<file path="src/rtl/serial_mem_pkg.sv">
// Shared types and constants for the serial/video framebuffer memory bridge.
package serial_mem_pkg;

  typedef enum logic [2:0] {
    ST_IDLE,
    ST_V_CMD,
    ST_V_WAIT,
    ST_S_WR,
    ST_S_WR_DONE,
    ST_S_RD,
    ST_S_RD_WAIT
  } state_t;

  localparam int          DEF_ADDR_W   = 24;
  localparam logic [15:0] TIMEOUT_DATA = 16'hDEAD;

endpackage

</file>
<file path="src/rtl/serial_mem_bridge_if.sv">
// Framebuffer memory port: valid/ready command channel plus a read-data strobe.
interface serial_mem_bridge_if #(
  parameter int ADDR_W = serial_mem_pkg::DEF_ADDR_W
);
  logic              mem_cmd_valid;
  logic              mem_cmd_ready;
  logic              mem_cmd_we;
  logic [ADDR_W-1:0] mem_cmd_addr;
  logic [15:0]       mem_wdata;
  logic              mem_rdata_valid;
  logic [15:0]       mem_rdata;

  modport master (
    output mem_cmd_valid, mem_cmd_we, mem_cmd_addr, mem_wdata,
    input  mem_cmd_ready, mem_rdata_valid, mem_rdata
  );

  modport slave (
    input  mem_cmd_valid, mem_cmd_we, mem_cmd_addr, mem_wdata,
    output mem_cmd_ready, mem_rdata_valid, mem_rdata
  );
endinterface

</file>
<file path="src/rtl/serial_mem_bridge_req_edge_latch.sv">
// Rising-edge detector on a level request; holds one pending request and its payload.
module req_edge_latch #(
  parameter int W = 8
) (
  input  logic         clk,
  input  logic         reset,
  input  logic         i_req,
  input  logic [W-1:0] i_payload,
  input  logic         i_clr,
  output logic         o_pend,
  output logic [W-1:0] o_payload
);

  logic         r_prev;
  logic         r_pend;
  logic [W-1:0] r_payload;
  logic         w_rise;

  assign w_rise = i_req & ~r_prev;

  // NOTE: sequential state uses non-blocking assignments so every register samples pre-edge values.
  always_ff @(posedge clk or posedge reset) begin
    if (reset) begin
      r_prev    <= 1'b0;
      r_pend    <= 1'b0;
      r_payload <= '0;
    end else begin
      r_prev <= i_req;
      if (i_clr) begin
        r_pend <= 1'b0;
      end else if (w_rise && !r_pend) begin
        // a second edge while pending is dropped: the first payload wins
        r_pend    <= 1'b1;
        r_payload <= i_payload;
      end
    end
  end

  assign o_pend    = r_pend;
  assign o_payload = r_payload;

endmodule

</file>
<file path="src/rtl/serial_mem_bridge.sv">
// Serial command / video scan-out arbiter onto one framebuffer memory port.
// Optional read watchdog enabled by defining SERIAL_BRIDGE_TIMEOUT_EN.
module serial_mem_bridge
  import serial_mem_pkg::*;
#(
  parameter int ADDR_W      = DEF_ADDR_W,
  parameter int TIMEOUT_CYC = 4096
) (
  input  logic                clk,
  input  logic                reset,
  input  logic                wr_ram,
  input  logic                re_ram,
  input  logic [25:0]         addr,
  input  logic [7:0]          data0,
  input  logic [7:0]          data1,
  output logic                ack_wr,
  output logic                wr_valid,
  output logic                ack_re,
  output logic                re_valid,
  output logic [15:0]         rgb_in_o,
  input  logic                vid_rd_req,
  input  logic [ADDR_W-1:0]   vid_rd_addr,
  output logic                vid_rd_ack,
  output logic [15:0]         vid_rd_data,
  serial_mem_bridge_if.master mem,
  output logic                err_timeout
);

  state_t            r_state;
  logic              r_ack_wr, r_wr_valid, r_ack_re, r_re_valid, r_vid_rd_ack;
  logic [15:0]       r_rgb, r_vid_data;
  logic              r_cmd_valid, r_cmd_we;
  logic [ADDR_W-1:0] r_cmd_addr;
  logic [15:0]       r_wdata;

  logic              w_wr_pend, w_rd_pend, w_wr_clr, w_rd_clr, w_timeout;
  logic [ADDR_W+15:0] w_wr_payload;
  logic [ADDR_W-1:0] w_rd_addr;
  logic              w_unused_addr_hi;

  assign w_unused_addr_hi = ^addr[25:ADDR_W];
  assign w_wr_clr = (r_state == ST_S_WR) && mem.mem_cmd_ready;
  assign w_rd_clr = (r_state == ST_S_RD) && mem.mem_cmd_ready;

  req_edge_latch #(.W(ADDR_W + 16)) u_wr_latch (
    .clk(clk), .reset(reset), .i_req(wr_ram),
    .i_payload({addr[ADDR_W-1:0], data1, data0}),
    .i_clr(w_wr_clr), .o_pend(w_wr_pend), .o_payload(w_wr_payload)
  );

  req_edge_latch #(.W(ADDR_W)) u_rd_latch (
    .clk(clk), .reset(reset), .i_req(re_ram),
    .i_payload(addr[ADDR_W-1:0]),
    .i_clr(w_rd_clr), .o_pend(w_rd_pend), .o_payload(w_rd_addr)
  );

`ifdef SERIAL_BRIDGE_TIMEOUT_EN
  localparam int TO_W = $clog2(TIMEOUT_CYC) + 1;
  logic [TO_W-1:0] r_to_cnt;
  logic            r_err_timeout;
  logic            w_waiting;

  assign w_waiting = (r_state == ST_V_WAIT) || (r_state == ST_S_RD_WAIT);
  assign w_timeout = w_waiting && !mem.mem_rdata_valid &&
                     (r_to_cnt == TO_W'(TIMEOUT_CYC - 1));

  always_ff @(posedge clk or posedge reset) begin
    if (reset) begin
      r_to_cnt      <= '0;
      r_err_timeout <= 1'b0;
    end else begin
      r_to_cnt <= w_waiting ? r_to_cnt + 1'b1 : '0;
      if (w_timeout) r_err_timeout <= 1'b1;
    end
  end

  assign err_timeout = r_err_timeout;
`else
  localparam int unused_timeout_cyc = TIMEOUT_CYC;
  assign w_timeout   = 1'b0;
  assign err_timeout = 1'b0;
`endif

  always_ff @(posedge clk or posedge reset) begin
    if (reset) begin
      r_state      <= ST_IDLE;
      r_ack_wr     <= 1'b0;
      r_wr_valid   <= 1'b0;
      r_ack_re     <= 1'b0;
      r_re_valid   <= 1'b0;
      r_vid_rd_ack <= 1'b0;
      r_rgb        <= '0;
      r_vid_data   <= '0;
      r_cmd_valid  <= 1'b0;
      r_cmd_we     <= 1'b0;
      r_cmd_addr   <= '0;
      r_wdata      <= '0;
    end else begin
      r_ack_wr     <= 1'b0;
      r_wr_valid   <= 1'b0;
      r_ack_re     <= 1'b0;
      r_vid_rd_ack <= 1'b0;
      unique case (r_state)
        ST_IDLE: begin
          // the requester still holds vid_rd_req during its ack cycle; do not reissue it
          if (vid_rd_req && !r_vid_rd_ack) begin
            r_state     <= ST_V_CMD;
            r_cmd_valid <= 1'b1;
            r_cmd_we    <= 1'b0;
            r_cmd_addr  <= vid_rd_addr;
          end else if (w_wr_pend) begin
            r_state     <= ST_S_WR;
            r_cmd_valid <= 1'b1;
            r_cmd_we    <= 1'b1;
            r_cmd_addr  <= w_wr_payload[ADDR_W+15:16];
            r_wdata     <= w_wr_payload[15:0];
          end else if (w_rd_pend) begin
            r_state     <= ST_S_RD;
            r_cmd_valid <= 1'b1;
            r_cmd_we    <= 1'b0;
            r_cmd_addr  <= w_rd_addr;
            r_re_valid  <= 1'b0;
          end
        end
        ST_V_CMD: if (mem.mem_cmd_ready) begin
          r_cmd_valid <= 1'b0;
          r_state     <= ST_V_WAIT;
        end
        ST_S_WR: if (mem.mem_cmd_ready) begin
          r_cmd_valid <= 1'b0;
          r_ack_wr    <= 1'b1;
          r_state     <= ST_S_WR_DONE;
        end
        ST_S_WR_DONE: begin
          r_wr_valid <= 1'b1;
          r_state    <= ST_IDLE;
        end
        ST_S_RD: if (mem.mem_cmd_ready) begin
          r_cmd_valid <= 1'b0;
          r_state     <= ST_S_RD_WAIT;
        end
        ST_V_WAIT: if (mem.mem_rdata_valid || w_timeout) begin
          r_vid_data   <= mem.mem_rdata_valid ? mem.mem_rdata : TIMEOUT_DATA;
          r_vid_rd_ack <= 1'b1;
          r_state      <= ST_IDLE;
        end
        ST_S_RD_WAIT: if (mem.mem_rdata_valid || w_timeout) begin
          r_rgb      <= mem.mem_rdata_valid ? mem.mem_rdata : TIMEOUT_DATA;
          r_ack_re   <= 1'b1;
          r_re_valid <= 1'b1;
          r_state    <= ST_IDLE;
        end
        default: r_state <= ST_IDLE;
      endcase
    end
  end

  assign ack_wr            = r_ack_wr;
  assign wr_valid          = r_wr_valid;
  assign ack_re            = r_ack_re;
  assign re_valid          = r_re_valid;
  assign rgb_in_o          = r_rgb;
  assign vid_rd_ack        = r_vid_rd_ack;
  assign vid_rd_data       = r_vid_data;
  assign mem.mem_cmd_valid = r_cmd_valid;
  assign mem.mem_cmd_we    = r_cmd_we;
  assign mem.mem_cmd_addr  = r_cmd_addr;
  assign mem.mem_wdata     = r_wdata;

endmodule

</file>
<file path="src/flat_wrapper.sv">
// flat-port wrapper written by rule: the top's interface ports become plain ports
module serial_mem_bridge_flat import serial_mem_pkg::*;
#(
  parameter int ADDR_W      = DEF_ADDR_W,
  parameter int TIMEOUT_CYC = 4096
)
  (clk, reset, wr_ram, re_ram, addr, data0, data1, ack_wr, wr_valid, ack_re, re_valid, rgb_in_o, vid_rd_req, vid_rd_addr, vid_rd_ack, vid_rd_data, err_timeout, mem_mem_cmd_valid, mem_mem_cmd_we, mem_mem_cmd_addr, mem_mem_wdata, mem_mem_cmd_ready, mem_mem_rdata_valid, mem_mem_rdata);
  serial_mem_bridge_if #(.ADDR_W(ADDR_W)) mem_i ();
  input  logic clk;
  input  logic reset;
  input  logic wr_ram;
  input  logic re_ram;
  input  logic [25:0] addr;
  input  logic [7:0] data0;
  input  logic [7:0] data1;
  output logic ack_wr;
  output logic wr_valid;
  output logic ack_re;
  output logic re_valid;
  output logic [15:0] rgb_in_o;
  input  logic vid_rd_req;
  input  logic [ADDR_W-1:0] vid_rd_addr;
  output logic vid_rd_ack;
  output logic [15:0] vid_rd_data;
  output logic err_timeout;
  output wire logic [$bits(mem_i.mem_cmd_valid)-1:0] mem_mem_cmd_valid;
  output wire logic [$bits(mem_i.mem_cmd_we)-1:0] mem_mem_cmd_we;
  output wire logic [$bits(mem_i.mem_cmd_addr)-1:0] mem_mem_cmd_addr;
  output wire logic [$bits(mem_i.mem_wdata)-1:0] mem_mem_wdata;
  input wire logic [$bits(mem_i.mem_cmd_ready)-1:0] mem_mem_cmd_ready;
  input wire logic [$bits(mem_i.mem_rdata_valid)-1:0] mem_mem_rdata_valid;
  input wire logic [$bits(mem_i.mem_rdata)-1:0] mem_mem_rdata;
  assign mem_mem_cmd_valid = mem_i.mem_cmd_valid;
  assign mem_mem_cmd_we = mem_i.mem_cmd_we;
  assign mem_mem_cmd_addr = mem_i.mem_cmd_addr;
  assign mem_mem_wdata = mem_i.mem_wdata;
  assign mem_i.mem_cmd_ready = mem_mem_cmd_ready;
  assign mem_i.mem_rdata_valid = mem_mem_rdata_valid;
  assign mem_i.mem_rdata = mem_mem_rdata;
  serial_mem_bridge #(.ADDR_W(ADDR_W), .TIMEOUT_CYC(TIMEOUT_CYC)) u_core (.clk(clk), .reset(reset), .wr_ram(wr_ram), .re_ram(re_ram), .addr(addr), .data0(data0), .data1(data1), .ack_wr(ack_wr), .wr_valid(wr_valid), .ack_re(ack_re), .re_valid(re_valid), .rgb_in_o(rgb_in_o), .vid_rd_req(vid_rd_req), .vid_rd_addr(vid_rd_addr), .vid_rd_ack(vid_rd_ack), .vid_rd_data(vid_rd_data), .mem(mem_i), .err_timeout(err_timeout));
endmodule
</file>
<file path="config.mk">
export PLATFORM = sky130hd
export DESIGN_NAME = serial_mem_bridge_flat
export DESIGN_NICKNAME = d
export VERILOG_FILES = /design/src/rtl/serial_mem_pkg.sv /design/src/rtl/serial_mem_bridge_if.sv /design/src/rtl/serial_mem_bridge_req_edge_latch.sv /design/src/rtl/serial_mem_bridge.sv /design/src/flat_wrapper.sv
export SDC_FILE = /design/constraint.sdc
export NUM_CORES = 1
export LEC_CHECK = 0
export ABC_CLOCK_PERIOD_IN_PS = 6300
export BUFFER_PORTS_ARGS = -buffer_cell sky130_fd_sc_hd__buf_2
export CAP_MARGIN = 20
export CORE_AREA = 3 3 143 110
export DETAILED_ROUTE_END_ITERATION = 10
export DIE_AREA = 0 0 146 113
export MAX_ROUTING_LAYER = met4
export PLACE_DENSITY_LB_ADDON = 0.25
export SYNTH_ARGS = -nofsm -noshare
export SYNTH_HDL_FRONTEND = slang
export SYNTH_SLANG_ARGS = --single-unit
</file>
<file path="constraint.sdc">
create_clock -name clk -period 6.3 [get_ports clk]
set_clock_uncertainty 0.1 [all_clocks]
set_input_delay 0.315 -clock clk [delete_from_list [all_inputs] [get_ports clk]]
set_output_delay 0.315 -clock clk [all_outputs]
set_load 0.02 [all_outputs]
</file>
==> results_dict.tcl <==
set metrics [dict create \
    status "complete, no violations" \
    cts_buffers 17 \
    grt_max_degree 91 \
    chipWidth_um 146 \
    fill_cells 1197 \
    cp.required_ns 6.50 \
    setup_viol 0 \
    worst_slack_ns 3.900 \
    synth_ff_type "dfrtp_1" \
    dr_wl_met2_um 6090 \
    post-cts-setup-buffers 0 \
    clock-sinks 150 \
    cpMaxStageDelayCell "a311o_1" \
    cts_tree "yes" \
    area_delta_synth_final_pct 25.23 \
    drive_gt1_frac 0.6735 \
    dr_wl_met3_um 817 \
    async_reset_ff_frac 1.000 \
    rows 38 \
    clkLatencyLatePin_ns 0.41 \
    fin_crit_ns 2.400 \
    via_per_inst 4.909 \
    start_kind "register" \
    grt_usage 0.1750 \
    finalHoldViolCount 0 \
    globalRoute.totalOverflow 0 \
    synth_edf_count 0 \
    synth.avg_cell_area_sq_um 16.10 \
    synth_cells 400 \
    hp-class "input port to register" \
    cp.arrival_ns 2.60 \
    wire_per_inst_um 17.03 \
    synth_top_area_share 0.5828 \
    cts_resized 0 \
    io_buffer_count 165 \
    dieHeight_um 113 \
    ys_warn_count 0 \
    antenna_found_initial 0 \
    yosysSeqAreaShare 0.5828 \
    gp_congestion 0.7464 \
    cap_violations 0 \
    stdcell_area_sq_um 8066 \
    setup-tns-final_ns 0 \
    dr.pass1.iters 4 \
    crit_path_max_incr_delay_ns 0.71 \
    final_max_slew_viol_count 0 \
    yosysMostFrequentCell "dfrtp_1" \
    worstPathMaxFanout 13 \
    coreArea_sq_um 14410 \
    drt_iter0_drc 136 \
    period_share 0.3810 \
    yosys-top-cells-count "150 x dfrtp_1, 144 x mux2_2, 40 x mux2_4, 10 x buf_2, 6 x inv_1" \
    leakage_nw 3.979 \
    power_density_nw_per_um2 563.0 \
    worst_slew_pin_slew_ns 0.8524 \
    peakVddDrop_mv 0.3327 \
    ant_nets 0 \
    hold_buffers 3 \
    synth_nets 489 \
    cp-end-kind "register" \
    synth_area_sq_um 6441 \
    htreeDepth 4 \
    hpwl_um 8801 \
    synth_cell_types 36 \
    rsz0062_at_grt "no" \
    wl_met1_um 6305 \
    drc_errors 0 \
    max_freq_ghz 0.4166 \
    crit_chain "and2b_1, a311o_1, buf_4, mux2_2" \
    ys_ff_latch 150 \
    totalWireLength_um 13320 \
    ios 169 \
    max_slew_margin 0.4318 \
    placed_area_sq_um 7360 \
    grt_first_pass_wirelength_um 21960 \
    cts.clk_slew.worst_paths_ns 0.06 \
    nets 658 \
    pre_cts_ws_ns 3.803 \
    grt_pass1_vias 4155 \
    cts_buffer_depth 2 \
    num_vias 3839 \
    antenna_cells 0 \
    yosys-top-cells-area "dfrtp_1 58%, mux2_2 25%, mux2_4 9.3%" \
    worstSetupPathType "register to register" \
    initial_core_util 0.4471 \
    highest-signal-layer "met4" \
    synth_top_area_cell "dfrtp_1" \
    cts-root-buf "clkbuf_16" \
    path_buf_inv 1 \
    crit_family "compound AO/OA/AOI/OAI gates" \
    die_area_sq_um 16500 \
]
-- layer usage --
metal,global-route usage,vias to the layer above
li1,-,1765
met5,-,-
met3,0.06325,11
met1,0.2326,1956
met2,0.2561,107
met4,0.04825,0
-- kinds of logic after synthesis --
| group | after synthesis | share of synthesized area |
|---|---|---|
| DFF | 150 | 0.5828 |
| buffers and inverters | 31 | 0.03419 |
| AOI/OAI and AO/OA | 11 | 0.01224 |
| muxes | 185 | 0.3465 |
| other | 1 | 0.0005822 |
| and+or+nand+nor | 22 | 0.02370 |
-- worst paths after layout --
check	start	end	slack [ns]	depth (start not counted)
max reg2reg	u_core.r_state[1]	u_core.u_rd_latch.o_payload[15]	3.90	4
min	data1[4]	u_core.u_wr_latch.o_payload[12]	0.03	2
min in group asynchronous	reset	u_core.rgb_in_o[13]	0.50	3
max	u_core.r_state[1]	u_core.u_rd_latch.o_payload[15]	3.90	4
max in group asynchronous	reset	u_core.vid_rd_data[1]	4.28	4
min reg2reg	u_core.re_valid	u_core.re_valid	0.37	1
-- area by class of cell --
cell class              count  area, sq um  area share
clock buffers              22        484.2     0.06003
clock inverters            10        167.7     0.02078
inverters                   7        31.28    0.003878
multi-input cells         219         2469      0.3060
flip-flops and latches    150         3754      0.4653
well taps                 200        250.2     0.03102
repair buffers            174        910.9      0.1129
-- state kept, by name (all words and copies together) (netlist names) --
register	cells
u_core.mem.mem_cmd_valid	1
u_core.u_wr_latch.o_payload	40
u_core.re_valid	1
u_core.u_rd_latch.o_pend	1
u_core.u_wr_latch.o_pend	1
u_core.u_rd_latch.o_payload	24
u_core.wr_valid	1
u_core.mem.mem_cmd_we	1
u_core.r_state	3
u_core.ack_wr	1
u_core.ack_re	1
u_core.mem.mem_wdata	16
u_core.mem.mem_cmd_addr	24
u_core.vid_rd_data	16
u_core.u_rd_latch.r_prev	1
u_core.vid_rd_ack	1
u_core.rgb_in_o	16
u_core.u_wr_latch.r_prev	1
-- power by group --
part / internal [mW] / switching (mW)
Combinational: 0.933 / 0.818
Clock: 0.708 / 0.394
Sequential: 1.44 / 0.248
-- cells in the final DEF (no fill, tap or decap), types with 2 or more instances in the layout --
cell and count:
a21oi_1 2, nand4b_1 2, nor2b_1 3, inv_1 5
dlygate4sd3_1 4, buf_4 4, mux2_4 40, and3b_1 2
nor2_1 3, dfrtp_1 150, nand3_1 2, o21ai_0 2
nand2b_1 2, bufinv_16 4, inv_6 2, buf_2 165
clkinv_4 3, clkbuf_16 17, clkbuf_8 4, mux2_2 144
-- stage by stage --
step | hold WS [ns] | total power [mW] | instances | utilization
finish | 0.02928 | 4.541 | 782 | 0.5599
global route | 0.005520 | 4.810 | 782 | 0.5599
CTS | 0.003700 | 4.588 | 780 | 0.5582
detailed placement | 0.3463 | 3.463 | 745 | 0.5109
global placement | 0.3416 | 3.398 | 745 | 0.5109
floorplan | 0.2464 | 2.990 | 400 | -
Note: power is estimated with default switching activity, not from simulation.
